`src/rtl/jtpopeye_dwnld_pkg.sv`:
```
// Shared constants, FIFO entry type and CPU ROM decrypt helpers
// for the Popeye ROM download stage.
package jtpopeye_dwnld_pkg;

    localparam logic [21:0] CPU_END    = 22'h08000;
    localparam logic [21:0] GFX_END    = 22'h14000;
    localparam logic [21:0] PROM_END   = 22'h14240;
    localparam int          FIFO_DEPTH = 2;

    // first offset of each PROM bank, relative to GFX_END
    localparam logic [3:0][9:0] PROM_BASE = {
        10'h140, 10'h040, 10'h020, 10'h000
    };

    localparam logic [1:0] ST_IDLE  = 2'd0;
    localparam logic [1:0] ST_LOAD  = 2'd1;
    localparam logic [1:0] ST_DRAIN = 2'd2;
    localparam logic [1:0] ST_DONE  = 2'd3;

    typedef struct packed {
        logic [21:0] addr;
        logic [7:0]  data;
        logic [1:0]  mask;
    } prog_word_t;

    function automatic logic [7:0] data_swap(input logic [7:0] d);
        return {d[3], d[4], d[2], d[5], d[1], d[6], d[0], d[7]};
    endfunction

    // inverse of the CPU read-side address bit permutation
    function automatic logic [14:0] addr_perm(input logic [14:0] a);
        return {a[14:10], a[5], a[9], a[8], a[7],
                a[4], a[3], a[6], a[2:0]};
    endfunction

endpackage

```
`src/rtl/jtpopeye_dwnld_fifo.sv`:
```
// Two-entry skid FIFO between the ioctl decoder and the
// SDRAM programming port; head entry is the presented write.
module jtpopeye_dwnld_fifo
    import jtpopeye_dwnld_pkg::*;
(
    input  logic       clk,
    input  logic       rst_n,
    input  logic       i_push,
    input  logic       i_pop,
    input  prog_word_t i_din,
    output prog_word_t o_head,
    output logic       o_empty,
    output logic       o_drop
);
    prog_word_t r_mem [FIFO_DEPTH];
    logic [1:0] r_cnt;
    logic       w_full;
    logic       w_pop;
    logic       w_push;
    logic       w_slot;

    assign o_empty = (r_cnt == 2'd0);
    assign w_full  = (r_cnt == 2'd2);
    assign w_pop   = i_pop && !o_empty;
    assign w_push  = i_push && (!w_full || w_pop);
    assign o_drop  = i_push && !w_push;
    // slot index after a same-cycle pop shifts the queue down
    assign w_slot  = r_cnt[0] ^ w_pop;
    assign o_head  = r_mem[0];

    always_ff @(posedge clk) begin
        if (!rst_n) begin
            r_cnt    <= 2'd0;
            r_mem[0] <= '0;
            r_mem[1] <= '0;
        end else begin
            if (w_pop)
                r_mem[0] <= r_mem[1];
            if (w_push)
                r_mem[w_slot] <= i_din;
            r_cnt <= r_cnt + {1'b0, w_push} - {1'b0, w_pop};
        end
    end

endmodule

```
`src/rtl/jtpopeye_dwnld.sv`:
```
// Popeye ROM download stage: decrypts CPU bytes, routes ROM bytes
// to SDRAM through a skid FIFO and colour PROM bytes on-chip.
module jtpopeye_dwnld
    import jtpopeye_dwnld_pkg::*;
(
    input  logic        clk,
    input  logic        rst_n,
    input  logic        i_downloading,
    input  logic [21:0] i_ioctl_addr,
    input  logic [7:0]  i_ioctl_data,
    input  logic        i_ioctl_wr,
    input  logic        i_prog_rdy,
    output logic [21:0] o_prog_addr,
    output logic [7:0]  o_prog_data,
    output logic [1:0]  o_prog_mask,
    output logic        o_prog_we,
    output logic [3:0]  o_prom_we,
    output logic [7:0]  o_prom_addr,
    output logic [7:0]  o_prom_data,
    output logic        o_dwnld_done,
    output logic        o_err_ovf
);
    logic [1:0]  r_state;
    logic        r_dl;
    logic        r_ovf;
    logic [3:0]  r_prom_we;
    logic [7:0]  r_prom_addr;
    logic [7:0]  r_prom_data;

    logic        w_rise;
    logic        w_fall;
    logic        w_load;
    logic        w_is_cpu;
    logic        w_is_gfx;
    logic        w_is_prom;
    logic        w_sdram;
    logic        w_prom_wr;
    logic [14:0] w_cpu_addr;
    logic [9:0]  w_off;
    logic [1:0]  w_bank;
    prog_word_t  w_word;
    prog_word_t  w_head;
    logic        w_empty;
    logic        w_drop;

    assign w_rise     = i_downloading & ~r_dl;
    assign w_fall     = ~i_downloading & r_dl;
    assign w_load     = (r_state == ST_LOAD);
    assign w_is_cpu   = (i_ioctl_addr < CPU_END);
    assign w_is_gfx   = !w_is_cpu && (i_ioctl_addr < GFX_END);
    assign w_is_prom  = (i_ioctl_addr >= GFX_END)
                     && (i_ioctl_addr < PROM_END);
    assign w_cpu_addr = addr_perm(i_ioctl_addr[14:0] ^ 15'h003F);
    assign w_off      = 10'(i_ioctl_addr - GFX_END);
    assign w_prom_wr  = w_load && i_ioctl_wr && w_is_prom;

    always_comb begin
        w_word  = '0;
        w_sdram = 1'b0;
        unique case (1'b1)
            w_is_cpu: begin
                w_sdram     = 1'b1;
                w_word.addr = {7'd0, w_cpu_addr} >> 1;
                w_word.data = data_swap(i_ioctl_data);
            end
            w_is_gfx: begin
                w_sdram     = 1'b1;
                w_word.addr = i_ioctl_addr >> 1;
                w_word.data = i_ioctl_data;
            end
            default: ;
        endcase
        // lane select follows the byte address as delivered
        w_word.mask = i_ioctl_addr[0] ? 2'b01 : 2'b10;
    end

    always_comb begin
        w_bank = 2'd0;
        unique case (1'b1)
            w_off < PROM_BASE[1]:
                w_bank = 2'd0;
            (w_off >= PROM_BASE[1]) && (w_off < PROM_BASE[2]):
                w_bank = 2'd1;
            (w_off >= PROM_BASE[2]) && (w_off < PROM_BASE[3]):
                w_bank = 2'd2;
            default:
                w_bank = 2'd3;
        endcase
    end

    jtpopeye_dwnld_fifo u_fifo (
        .clk     (clk),
        .rst_n   (rst_n),
        .i_push  (w_load && i_ioctl_wr && w_sdram),
        .i_pop   (i_prog_rdy),
        .i_din   (w_word),
        .o_head  (w_head),
        .o_empty (w_empty),
        .o_drop  (w_drop)
    );

    always_ff @(posedge clk) begin
        if (!rst_n) begin
            r_state     <= ST_IDLE;
            r_dl        <= 1'b0;
            r_ovf       <= 1'b0;
            r_prom_we   <= 4'd0;
            r_prom_addr <= 8'd0;
            r_prom_data <= 8'd0;
        end else begin
            r_dl      <= i_downloading;
            r_ovf     <= r_ovf | w_drop;
            r_prom_we <= w_prom_wr ? (4'b0001 << w_bank) : 4'b0000;
            if (w_prom_wr) begin
                r_prom_addr <= 8'(w_off - PROM_BASE[w_bank]);
                r_prom_data <= i_ioctl_data;
            end
            unique case (r_state)
                ST_IDLE:
                    if (w_rise) r_state <= ST_LOAD;
                ST_LOAD:
                    if (w_fall) r_state <= ST_DRAIN;
                ST_DRAIN:
                    if (w_rise)       r_state <= ST_LOAD;
                    else if (w_empty) r_state <= ST_DONE;
                default:
                    r_state <= w_rise ? ST_LOAD : ST_IDLE;
            endcase
        end
    end

    assign o_prog_addr  = w_head.addr;
    assign o_prog_data  = w_head.data;
    assign o_prog_mask  = w_head.mask;
    assign o_prog_we    = !w_empty;
    assign o_prom_we    = r_prom_we;
    assign o_prom_addr  = r_prom_addr;
    assign o_prom_data  = r_prom_data;
    assign o_dwnld_done = (r_state == ST_DONE);
    assign o_err_ovf    = r_ovf;

endmodule

```
`config.mk`:
```
export PLATFORM = sky130hd
export DESIGN_NAME = jtpopeye_dwnld
export DESIGN_NICKNAME = d
export VERILOG_FILES = /design/src/rtl/jtpopeye_dwnld_pkg.sv /design/src/rtl/jtpopeye_dwnld_fifo.sv /design/src/rtl/jtpopeye_dwnld.sv
export SDC_FILE = /design/constraint.sdc
export NUM_CORES = 1
export LEC_CHECK = 0
export CAP_MARGIN = 20
export CORE_UTILIZATION = 52
export CTS_BUF_LIST = sky130_fd_sc_hd__clkbuf_8
export CTS_CLUSTER_DIAMETER = 60
export DETAILED_ROUTE_END_ITERATION = 8
export HOLD_SLACK_MARGIN = 0.06
export PLACE_DENSITY = 0.82
export RECOVER_POWER = 50
export SLEW_MARGIN = 20
export SYNTH_ARGS = -nofsm -noshare
export SYNTH_HDL_FRONTEND = slang
export SYNTH_SLANG_ARGS = --single-unit
```
`constraint.sdc`:
```
create_clock -name clk -period 3.65 [get_ports clk]
set_input_delay 0.73 -clock clk [delete_from_list [all_inputs] [get_ports clk]]
set_output_delay 0.73 -clock clk [all_outputs]
set_load 0.05 [all_outputs]
```
* After elaboration in Yosys (flattened, before gate mapping)
Memories as Yosys holds them, arrays and structs flattened.
Index checks and enable logic that the tools add are counted.
** Word-level totals
- Memory bits (read-only) :: 0
- Register bits after elaboration :: 26
- Memories :: 1
- Logic and storage cells :: 82
- RAM bits :: 64
- Bits in latches :: 0
- Output and inout bits :: 55
** Operators by class
- Reductions and logical operators :: 21
- Divide/modulo/power cells :: 0
- Bitwise logic cells :: 8
- Add/subtract/negate cells :: 4
- Multiplexer cells :: 23
- Eq/ne operators :: 7
- Shifts and indexed selects :: 1
- Magnitude comparators :: 10
- Multiply operators :: 0
** Memory list
- u_fifo.r_mem :: depth 2, bits a word 32, rd ports 2, clocked after memory_dff 0, write ports 2, RTL line jtpopeye_dwnld_fifo.sv:15 : prog_word_t r_mem [FIFO_DEPTH];
** Operators with widths (number)
- 2-to-1 mux 32 bit :: 2
- case mux 29 bit (2 select lines) :: 1
- < comparator 22 x 17 -> 1 bit, second input constant :: 2
- OR reduction 32 bit :: 1
- >= comparator 22 x 17 -> 1 bit, second input constant :: 1
- < comparator 22 x 16 -> 1 bit, second input constant :: 1
- binary-select mux 10 bit (select 2 bit) :: 1
- case mux 2 bit (3 select lines) :: 2
- 2-to-1 mux 1 bit :: 11
- >= comparator 10 x 6 -> 1 bit, second input constant :: 1
- >= comparator 10 x 7 -> 1 bit, second input constant :: 1
- logical AND 1 bit :: 10
- < comparator 10 x 6 -> 1 bit, second input constant :: 1
- < comparator 10 x 7 -> 1 bit, second input constant :: 1
- < comparator 10 x 9 -> 1 bit, second input constant :: 1
- 2-to-1 mux 2 bit :: 5
- subtractor 10 x 1 -> 10 bit, second input constant :: 1
- 2-to-1 mux 8 bit :: 1
- subtractor 8 bit :: 1
- equality test 2 bit, second input constant :: 3
- NOT 6 bit :: 1
- logical NOT 1 bit :: 4
- logical NOT 2 bit :: 2
- != test 2 bit, second input constant :: 2
- 14 further kinds :: 17

* Depth between registers and ports, before layout
Gate-level depths: netlist (run 1).
- Depth after elaboration :: 12
- Gate-level depth with buffers :: 9
- Mapped depth without buffers :: 7

* Cells and area by module
From an unflattened synthesis (run 1), not the netlist that was laid out.
** Unflattened totals
- Cell total of the unflattened synthesis :: 422
- Area, all modules :: 4345.4 um^2
** By module, submodules not included
- jtpopeye_dwnld_fifo :: seq. area each 1961.9 um^2, cells an instance 235, times used 1, area each 2904.0 um^2
- jtpopeye_dwnld :: seq. area each 480.5 um^2, cells an instance 187, times used 1, area each 1441.4 um^2

* Least setup slack after synthesis (run 1)
No wires, ideal clock.
- Path kind :: input-to-reg
- From :: input port i_ioctl_addr[20]
- To :: memory u_fifo.r_mem[1][0] (netlist name), enable pin
- Required time :: 3.262 ns
- Slack :: 0.578 ns
- Stages :: 5
- Library setup time :: 0.388 ns
- Buffers on the path :: 1
- Arrival time :: 2.684 ns
- Path through :: or4_4 > a211oi_4 > nand4_2 > buf_2 > nand2_1
** RTL lines
- start, declared :: RTL line jtpopeye_dwnld.sv:9 : input logic [21:0] i_ioctl_addr,
- end, declared :: RTL line jtpopeye_dwnld_fifo.sv:15

==> impl_metrics.toml, run 1 <==
[run_status]
outcome = "completed"

[final_layout]
nNetsFinal = 520
layout.cells.non_filler = 583
fin_util_pct = 70.3
drive_above_1_share_pct = 5.37
diodes = 0
synthToLayoutAreaGrowth_pct = 27.5

[floorplan]
core_region_area_mm2 = 0.00741
fp.dieH_um = 90.6
start_util_pct = 55.1
pin_count = 90
fp.dieW_um = 90.6
rows = 31
dieArea_mm2 = 0.00821

[timing]
rsz0062_at_grt = "false"
period_minus_slack_ps = 3100
finalSetupTns_ps = 0
worst_slack_ps = 550
clock_skew_ps = 5.88
min_period_over_period_pct = 84.9
clock.fmax_ghz = 0.323
worst_pin_slew_ps = 854
hold_viol_final = 0
relSlewSlack_pct = 43.1
slew_viol_final = 0
setup_viol = 0

[placement]
dp.cells = 569
dpl_worst_slack_ps = 372
placement.io_buffers = 88
dp_hpwl_mm = 6.15
gp_congestion = 0.802

[pwr]
powerDensity_mw_per_mm2 = 414
total_power_mw = 2.15
irDropWorstVdd_uv = 238
power_leakage_nw = 1.95

[run]
maxCapViolCount = 0

[synth]
synthCells = 392
ys_warn_count = 0
syn_avg_cell_area_um2 = 10.4
synth_cell_types = 41
ys_seq_area_share_pct = 58.3
synth_ff_type = "edfxtp_1"
synth_edf_count = 62
synth_seq_cells = 88
synth_area_mm2 = 0.00409
async_reset_ff_share_pct = 0

[setup_path]
crit_slowest_cell = "nor4b_4"
slowest_delay_ps = 550
cp-start-kind = "primary input"
rr_startpoint = "u_fifo.r_cnt[1]"
cp-end-kind = "register"
worstPathArrival_ps = 3110
required_ps = 3660
worstPathMaxFanout = 31
critical_path.cell_chain = "dlygate4sd3_1, clkbuf_1, inv_1, nor4b_4, nand2_1, nand3_1, buf_4"
cp-startpoint = "rst_n"
critical_path_class = "primary input to register"

[global_route]
use_met3_pct = 4.63
grt_util_all_layers_pct = 22.4
use_met2_pct = 34.2
grt_max_degree = 37
grt_pass1_wl_mm = 14.4
overflow = 0
grt_most_used_layer = "met2"
grt_pass1_vias = 2966
antenna_found_initial = 0
grtUsageMet1_pct = 30.7

[worst_hold_path]
min_from = "o_prom_addr[7]"
hold_class = "register to register"

[drt]
first_pass_iters = 5
vias_per_cell = 5.51
ant_nets = 0
via_count = 3212
drtIter0Drc = 326
wirelength_mm = 8.57
drcViolationCount = 0
detail_route.wl_per_cell_um = 14.7

[clock_tree]
cts.sinks = 88
cts_buffers = 9
cts_setup_buffers = 0
insertion_delay_ps = 350
hold_buffers = 0
cts_resized = 0
clkSlewWorstSetupHoldPaths_ps = 80
clockRootBuffer = "clkbuf_8"
clockBufferDepth = 2
cts_tree = "built"
h-tree-depth = 3
## stage by stage
step,instance area (µm²),hold WS (ps)
after floorplan,4100,520
after global routing,5210,495
after detailed placement,5080,461
after global placement,5080,446
final,5210,461
after CTS,5230,470
## metal layers
metal,part of all wire (%),vias up,routed length (µm)
met5,0,-,0
met4,2.5,0,212
met3,6.0,15,516
met2,46,124,3960
met1,45,1506,3880
li1,-,1567,-
## cell families after synthesis
family	Yosys count	synth area share (%)
AND/OR/NAND/NOR	146	18.3
flip-flops	88	58.3
multiplexers	19	4.66
adder cells (fa/ha/maj)	4	1.41
other	1	0.0918
AO/OA/AOI/OAI	94	12.6
buffers and inverters	37	4.04
XOR/XNOR	3	0.643
## final cells by class
type / count / area, µm²
Multi-Input combinational cell: 272 / 1550
Sequential cell: 88 / 2380
Timing Repair Buffer: 102 / 967
Clock buffer: 9 / 124
Clock inverter: 5 / 27.5
Tap cell: 99 / 124
Inverter: 8 / 30.0
Fill cell: 567 / 2200
## synthesized netlist by cell type, types with 2 or more instances
cell	instances	area share (%)
o21ai_1	8	0.98
nor4_1	2	0.31
a31oi_1	2	0.31
buf_2	3	0.37
mux2i_1	19	4.7
and2_1	24	3.7
nor2_1	34	3.1
nand2_1	33	3.0
o31ai_1	3	0.55
a21oi_1	28	3.4
and3_1	7	1.1
nor2b_1	3	0.46
nand3_1	25	3.1
ha_1	3	0.92
xor2_1	2	0.43
clkbuf_1	20	1.8
o21ai_0	46	5.6
buf_1	2	0.18
or2_2	2	0.31
a21o_1	2	0.37
buf_4	2	0.37
a211oi_1	2	0.37
inv_1	8	0.74
nor3_1	7	0.86
dfxtp_1	26	13
buf_6	2	0.55
nor3b_1	2	0.37
edfxtp_1	62	46
## critical path, delay by kind of cell
kind / cells / cell delay [ps]
buf+inv: 4 / 1540
simple gates: 3 / 830
## power by group
part           internal, mW  switching [mW]
Clock                 0.234           0.323
Combinational         0.139           0.302
Sequential             1.14          0.0186
## sequential cells by signal, indices dropped and copies added, names as in the netlist
register,cells
o_err_ovf,1
o_prom_data,8
r_dl,1
o_prom_we,4
o_prom_addr,8
u_fifo.r_mem,62
r_state,2
u_fifo.r_cnt,2
## cells in the final DEF (no fill, tap or decap), drive strengths merged, types with 14 or more instances in the layout
cell type | Yosys | final
nand3 | 25 | 25
nand2 | 33 | 33
o21ai | 54 | 54
clkdlybuf4s50 | 0 | 31
edfxtp | 62 | 62
a21oi | 28 | 28
mux2i | 19 | 19
dfxtp | 26 | 26
and2 | 24 | 24
nor2 | 34 | 34
dlygate4sd3 | 0 | 57
clkbuf | 20 | 14
## worst paths after layout
path	endpoint	slack (ps)	depth (start not counted)
worst max-delay path	u_fifo.r_mem[0][6]	550	7
worst min-delay path	o_prom_addr[7]	460	2
worst max register to register	u_fifo.r_mem[0][6]	1020	8
worst min register to register	o_prom_addr[7]	460	2
(Power assumes the default switching activity.)
==> run 2, diff against run 1 <==
- clock period: 3.65 -> 3 ns (I/O delays scaled with it)
==> run 2 against run 1 <==
  * Clock power increased by 46%
  * Critical path depth decreased by 1
  * Count of clock-buffer cells in the layout unchanged
  * Sequential power increased by 22%
  * Core utilization increased by 1.6 points
  * Critical path type unchanged
  * Largest power group unchanged
==> impl_metrics.toml, run 2 (synthesis gave the netlist of run 1 again) <==
[floorplan]
fp.dieH_um = 90.6
dieArea_mm2 = 0.00821
fp.dieW_um = 90.6
pin_count = 90
start_util_pct = 55.1
rows = 31
core_region_area_mm2 = 0.00741

[setup_path]
rr_startpoint = "u_fifo.r_cnt[1]"
r2r_end = "u_fifo.r_mem[1][8]"
required_ps = 3280
critical_path_class = "primary input to register"
cp-end-kind = "register"
ff2ff_setup_slack_ps = 650
worstPathArrival_ps = 2890
worstPathMaxFanout = 12
reg2regPathDepth = 7
cp-start-kind = "primary input"

[placement]
dp.cells = 572
dpl_worst_slack_ps = 199
postPlaceCellArea_mm2 = 0.00515
dp_hpwl_mm = 6.38
placement.io_buffers = 88
gp_congestion = 0.829

[run]
maxCapViolCount = 0

[pwr]
total_power_mw = 2.77
power_leakage_nw = 1.99
powerDensity_mw_per_mm2 = 521
irDropWorstVdd_uv = 298

[timing]
min_period_over_period_pct = 86.9
finalSetupTns_ps = 0
relSlewSlack_pct = 47.2
worst_slack_ps = 394
worst_pin_slew_ps = 793
setup_viol = 0
rsz0062_at_grt = "false"
clock.fmax_ghz = 0.384
period_minus_slack_ps = 2610
clock_skew_ps = 4.92
slew_viol_final = 0
hold_viol_final = 0

[clock_tree]
hold_buffers = 0
cts_setup_buffers = 0
cts_tree = "built"
insertion_delay_ps = 350
h-tree-depth = 3
cts.sinks = 88
clockBufferDepth = 2
clkSlewWorstSetupHoldPaths_ps = 90
cts_resized = 0
cts_buffers = 9
clockRootBuffer = "clkbuf_8"

[final_layout]
drive_above_1_share_pct = 6.75
largest_register_ffs = 62
synthToLayoutAreaGrowth_pct = 30.4
top_register = "u_fifo.r_mem"
nNetsFinal = 523
multi_input_area_mm2 = 0.00155
diodes = 0
fill_cells = 539
final_cell_area_mm2 = 0.00533
most-common-layout-cells = "62 x edfxtp_1, 56 x dlygate4sd3_1, 46 x o21ai_0, 34 x nor2_1, 33 x nand2_1"
final_common_cell = "edfxtp_1"
seqCellArea_mm2 = 0.00238
layout.cells.non_filler = 588

[worst_hold_path]
hold_class = "register to register"
min_from = "o_prom_addr[7]"
whs_endpoint = "o_prom_addr[7]"
hold_path_depth = 2

[drt]
ant_nets = 0
detail_route.wl_per_cell_um = 15.3
via_count = 3229
drcViolationCount = 0
first_pass_iters = 4
wirelength_mm = 9.01
drtIter0Drc = 183
vias_per_cell = 5.49

[run_status]
outcome = "completed"

[global_route]
grt_max_degree = 36
antenna_found_initial = 0
grt_util_all_layers_pct = 22.8
grt_pass1_vias = 3033
grt_pass1_wl_mm = 14.6
overflow = 0
[run 2: critical path: stages]
cell	delay, ps
dlygate4sd3_1	730
nor4bb_1	410
and3_1	390
clkbuf_1	440
nand3_1	140
a21oi_1	190
[run 2: worst max path at each step]
| stage | start | to | slack, ps | cells after the start |
|---|---|---|---|---|
| after global routing | i_ioctl_addr[16] | o_prom_addr[1] | 280 | 6 |
| final | i_ioctl_addr[16] | o_prom_addr[1] | 390 | 6 |
| after CTS | i_prog_rdy | u_fifo.r_mem[0][5] | 560 | 9 |
| after detailed placement | i_prog_rdy | u_fifo.r_mem[0][5] | 200 | 9 |
| after floorplan | i_ioctl_addr[20] | u_fifo.r_mem[1][0] | 60 | 5 |
| after global placement | i_prog_rdy | u_fifo.r_mem[0][13] | 250 | 9 |
[run 2: per-layer routing]
layer / part of all wire [%] / global-route usage, % / routed length (µm) / vias to the layer above
met5: 0 / 0 / 0 / -
met3: 6.4 / 4.88 / 581 / 12
met4: 1.7 / 9.81 / 154 / 0
met2: 48 / 36.1 / 4320 / 126
met1: 44 / 30.1 / 3950 / 1519
li1: - / - / - / 1572
[run 2: final cells by class]
cell class | count | area share, %
Sequential cell | 88 | 44.7
Multi-Input combinational cell | 272 | 29.0
Clock inverter | 7 | 1.34
Inverter | 8 | 0.564
Tap cell | 99 | 2.33
Clock buffer | 9 | 2.33
Timing Repair Buffer | 105 | 19.7
[run 2: stage by stage]
stage | util, % | hold WS, ps
after floorplan | - | 520
after global placement | 69.5 | 448
after detailed placement | 69.5 | 462
after CTS | 72.2 | 478
after global routing | 71.9 | 503
final | 71.9 | 467
[run 2: report_power, final]
group | internal, mW | switching (mW) | total (mW)
clock | 0.386 | 0.429 | 0.815
combinational | 0.181 | 0.372 | 0.553
sequential | 1.38 | 0.0213 | 1.41
total | 1.95 | 0.822 | 2.77
==> run 3, diff against run 2 <==
- CORE_UTILIZATION: 52 -> 40
- PLACE_DENSITY: 0.82 -> 0.66
==> run 3 against run 2 <==
  * Register-to-register slack gained 50 ps
  * Largest power group unchanged
  * Fmax up 0.88%
  * Clock skew increased by 5.8 ps
  * Global-route usage fell by 4.6 points
  * Core utilization fell by 17 points
  * Total power rose by 1.5%
  * Via count shrank 0.96%
==> impl_metrics.toml, run 3 (synthesis gave the netlist of run 1 again) <==
[placement]
placement.io_buffers = 88
dp.cells = 606
gp_congestion = 0.822
dp_hpwl_mm = 6.53

[global_route]
overflow = 0
grt_pass1_wl_mm = 14.6
grt_max_degree = 32
grt_util_all_layers_pct = 18.2
antenna_found_initial = 0
grt_pass1_vias = 2916

[final_layout]
nNetsFinal = 523
final_common_cell = "edfxtp_1"
synthToLayoutAreaGrowth_pct = 31.4
top_register = "u_fifo.r_mem"
drive_above_1_share_pct = 6.95
most-common-layout-cells = "62 x edfxtp_1, 54 x dlygate4sd3_1, 46 x o21ai_0, 34 x nor2_1, 34 x clkdlybuf4s50_1"
layout.cells.non_filler = 622
largest_register_ffs = 62
diodes = 0

[drt]
detail_route.wl_per_cell_um = 15.0
first_pass_iters = 4
via_count = 3198
vias_per_cell = 5.14
ant_nets = 0
drtIter0Drc = 189
wirelength_mm = 9.31
drcViolationCount = 0

[timing]
min_period_over_period_pct = 86.1
period_minus_slack_ps = 2580
clock_skew_ps = 10.7
clock.fmax_ghz = 0.387
slew_viol_final = 0
rsz0062_at_grt = "false"
hold_viol_final = 0
finalSetupTns_ps = 0
relSlewSlack_pct = 41.6
setup_viol = 0
worst_pin_slew_ps = 876

[setup_path]
cp-startpoint = "i_ioctl_addr[20]"
cp_top_family = "simple AND/OR/NAND/NOR gates"
crit_buf_inv = 2
crit_slowest_cell = "or4_1"
required_ps = 3190
worstPathArrival_ps = 2770
cp-end-kind = "register"
critical_path_class = "primary input to register"
cp-start-kind = "primary input"
critical_path.cell_chain = "clkdlybuf4s50_1, or4_1, a211oi_4, nand4_2, clkbuf_1, nor2_1"
worstPathMaxFanout = 18
slowest_delay_ps = 620
rr_startpoint = "u_fifo.r_cnt[1]"

[worst_hold_path]
hold_class = "register to register"
min_from = "o_prom_addr[7]"

[clock_tree]
h-tree-depth = 3
cts_buffers = 9
clockRootBuffer = "clkbuf_8"
hold_buffers = 0
cts_tree = "built"
clockBufferDepth = 2
cts.sinks = 88
cts_setup_buffers = 0
cts_resized = 0
insertion_delay_ps = 350
clkSlewWorstSetupHoldPaths_ps = 90

[floorplan]
fp.dieW_um = 103
fp.dieH_um = 103
rows = 36
core_region_area_mm2 = 0.00982
start_util_pct = 41.6
dieArea_mm2 = 0.0106
pin_count = 90

[pwr]
irDropWorstVdd_uv = 287
powerDensity_mw_per_mm2 = 524
power_leakage_nw = 2.00
total_power_mw = 2.81

[run]
maxCapViolCount = 0

[run_status]
outcome = "completed"
[run 3: cell count changes in the layout (fill, tap and decap cells not counted), sizes merged]
cell | before | now
dlygate4sd3 | 56 | 54
clkdlybuf4s50 | 32 | 34
clkinvlp | 2 | 1
buf | 14 | 13
clkbuf | 12 | 13
clkinv | 1 | 3
inv | 11 | 10
[run 3: final cells by class]
cell class,count,area [µm²]
fillers,918,4450
flip-flops and latches,88,2380
multi-input cells,272,1550
clock buffers,9,124
well taps,133,166
clock inverters,7,80.1
repair buffers,105,1030
inverters,8,30.0
[run 3: power by group]
part	internal, mW	switching [mW]
Clock	0.396	0.455
Combinational	0.180	0.375
Sequential	1.38	0.0232
[run 3: through the flow]
stage / hold slack, ps / instance area, µm² / setup slack [ps] / util, %
2_1_floorplan: 520 / 4100 / 57.6 / -
3_3_place_gp: 454 / 5180 / 221 / 52.8
3_5_place_dp: 458 / 5180 / 175 / 52.8
4_1_cts: 480 / 5390 / 542 / 54.8
5_1_grt: 497 / 5370 / 234 / 54.7
6_report: 472 / 5370 / 417 / 54.7
[run 3: per-layer routing]
metal / vias to the layer above / wire length (µm) / global-route usage (%)
met4: 0 / 106 / 5.74
met5: - / 0 / 0
met3: 9 / 412 / 3.25
met1: 1528 / 4480 / 26.1
met2: 83 / 4300 / 27.9
li1: 1578 / - / -
[run 3: worst reg2reg max path: stages, from the launching register on]
cell	delay, ps
dfxtp_1	340
o21ai_0	350
inv_1	90
ha_1	280
inv_1	100
nor4b_4	340
and2_1	220
buf_12	200
mux2i_1	230
[run 3: path summary, 6_finish.rpt]
check                                           end  slack [ps]  depth (start not counted)
worst max-delay path             u_fifo.r_mem[1][4]         420                          6
worst min-delay path                 o_prom_addr[7]         470                          2
worst max register to register  u_fifo.r_mem[0][10]         700                          8
worst min register to register       o_prom_addr[7]         470                          2
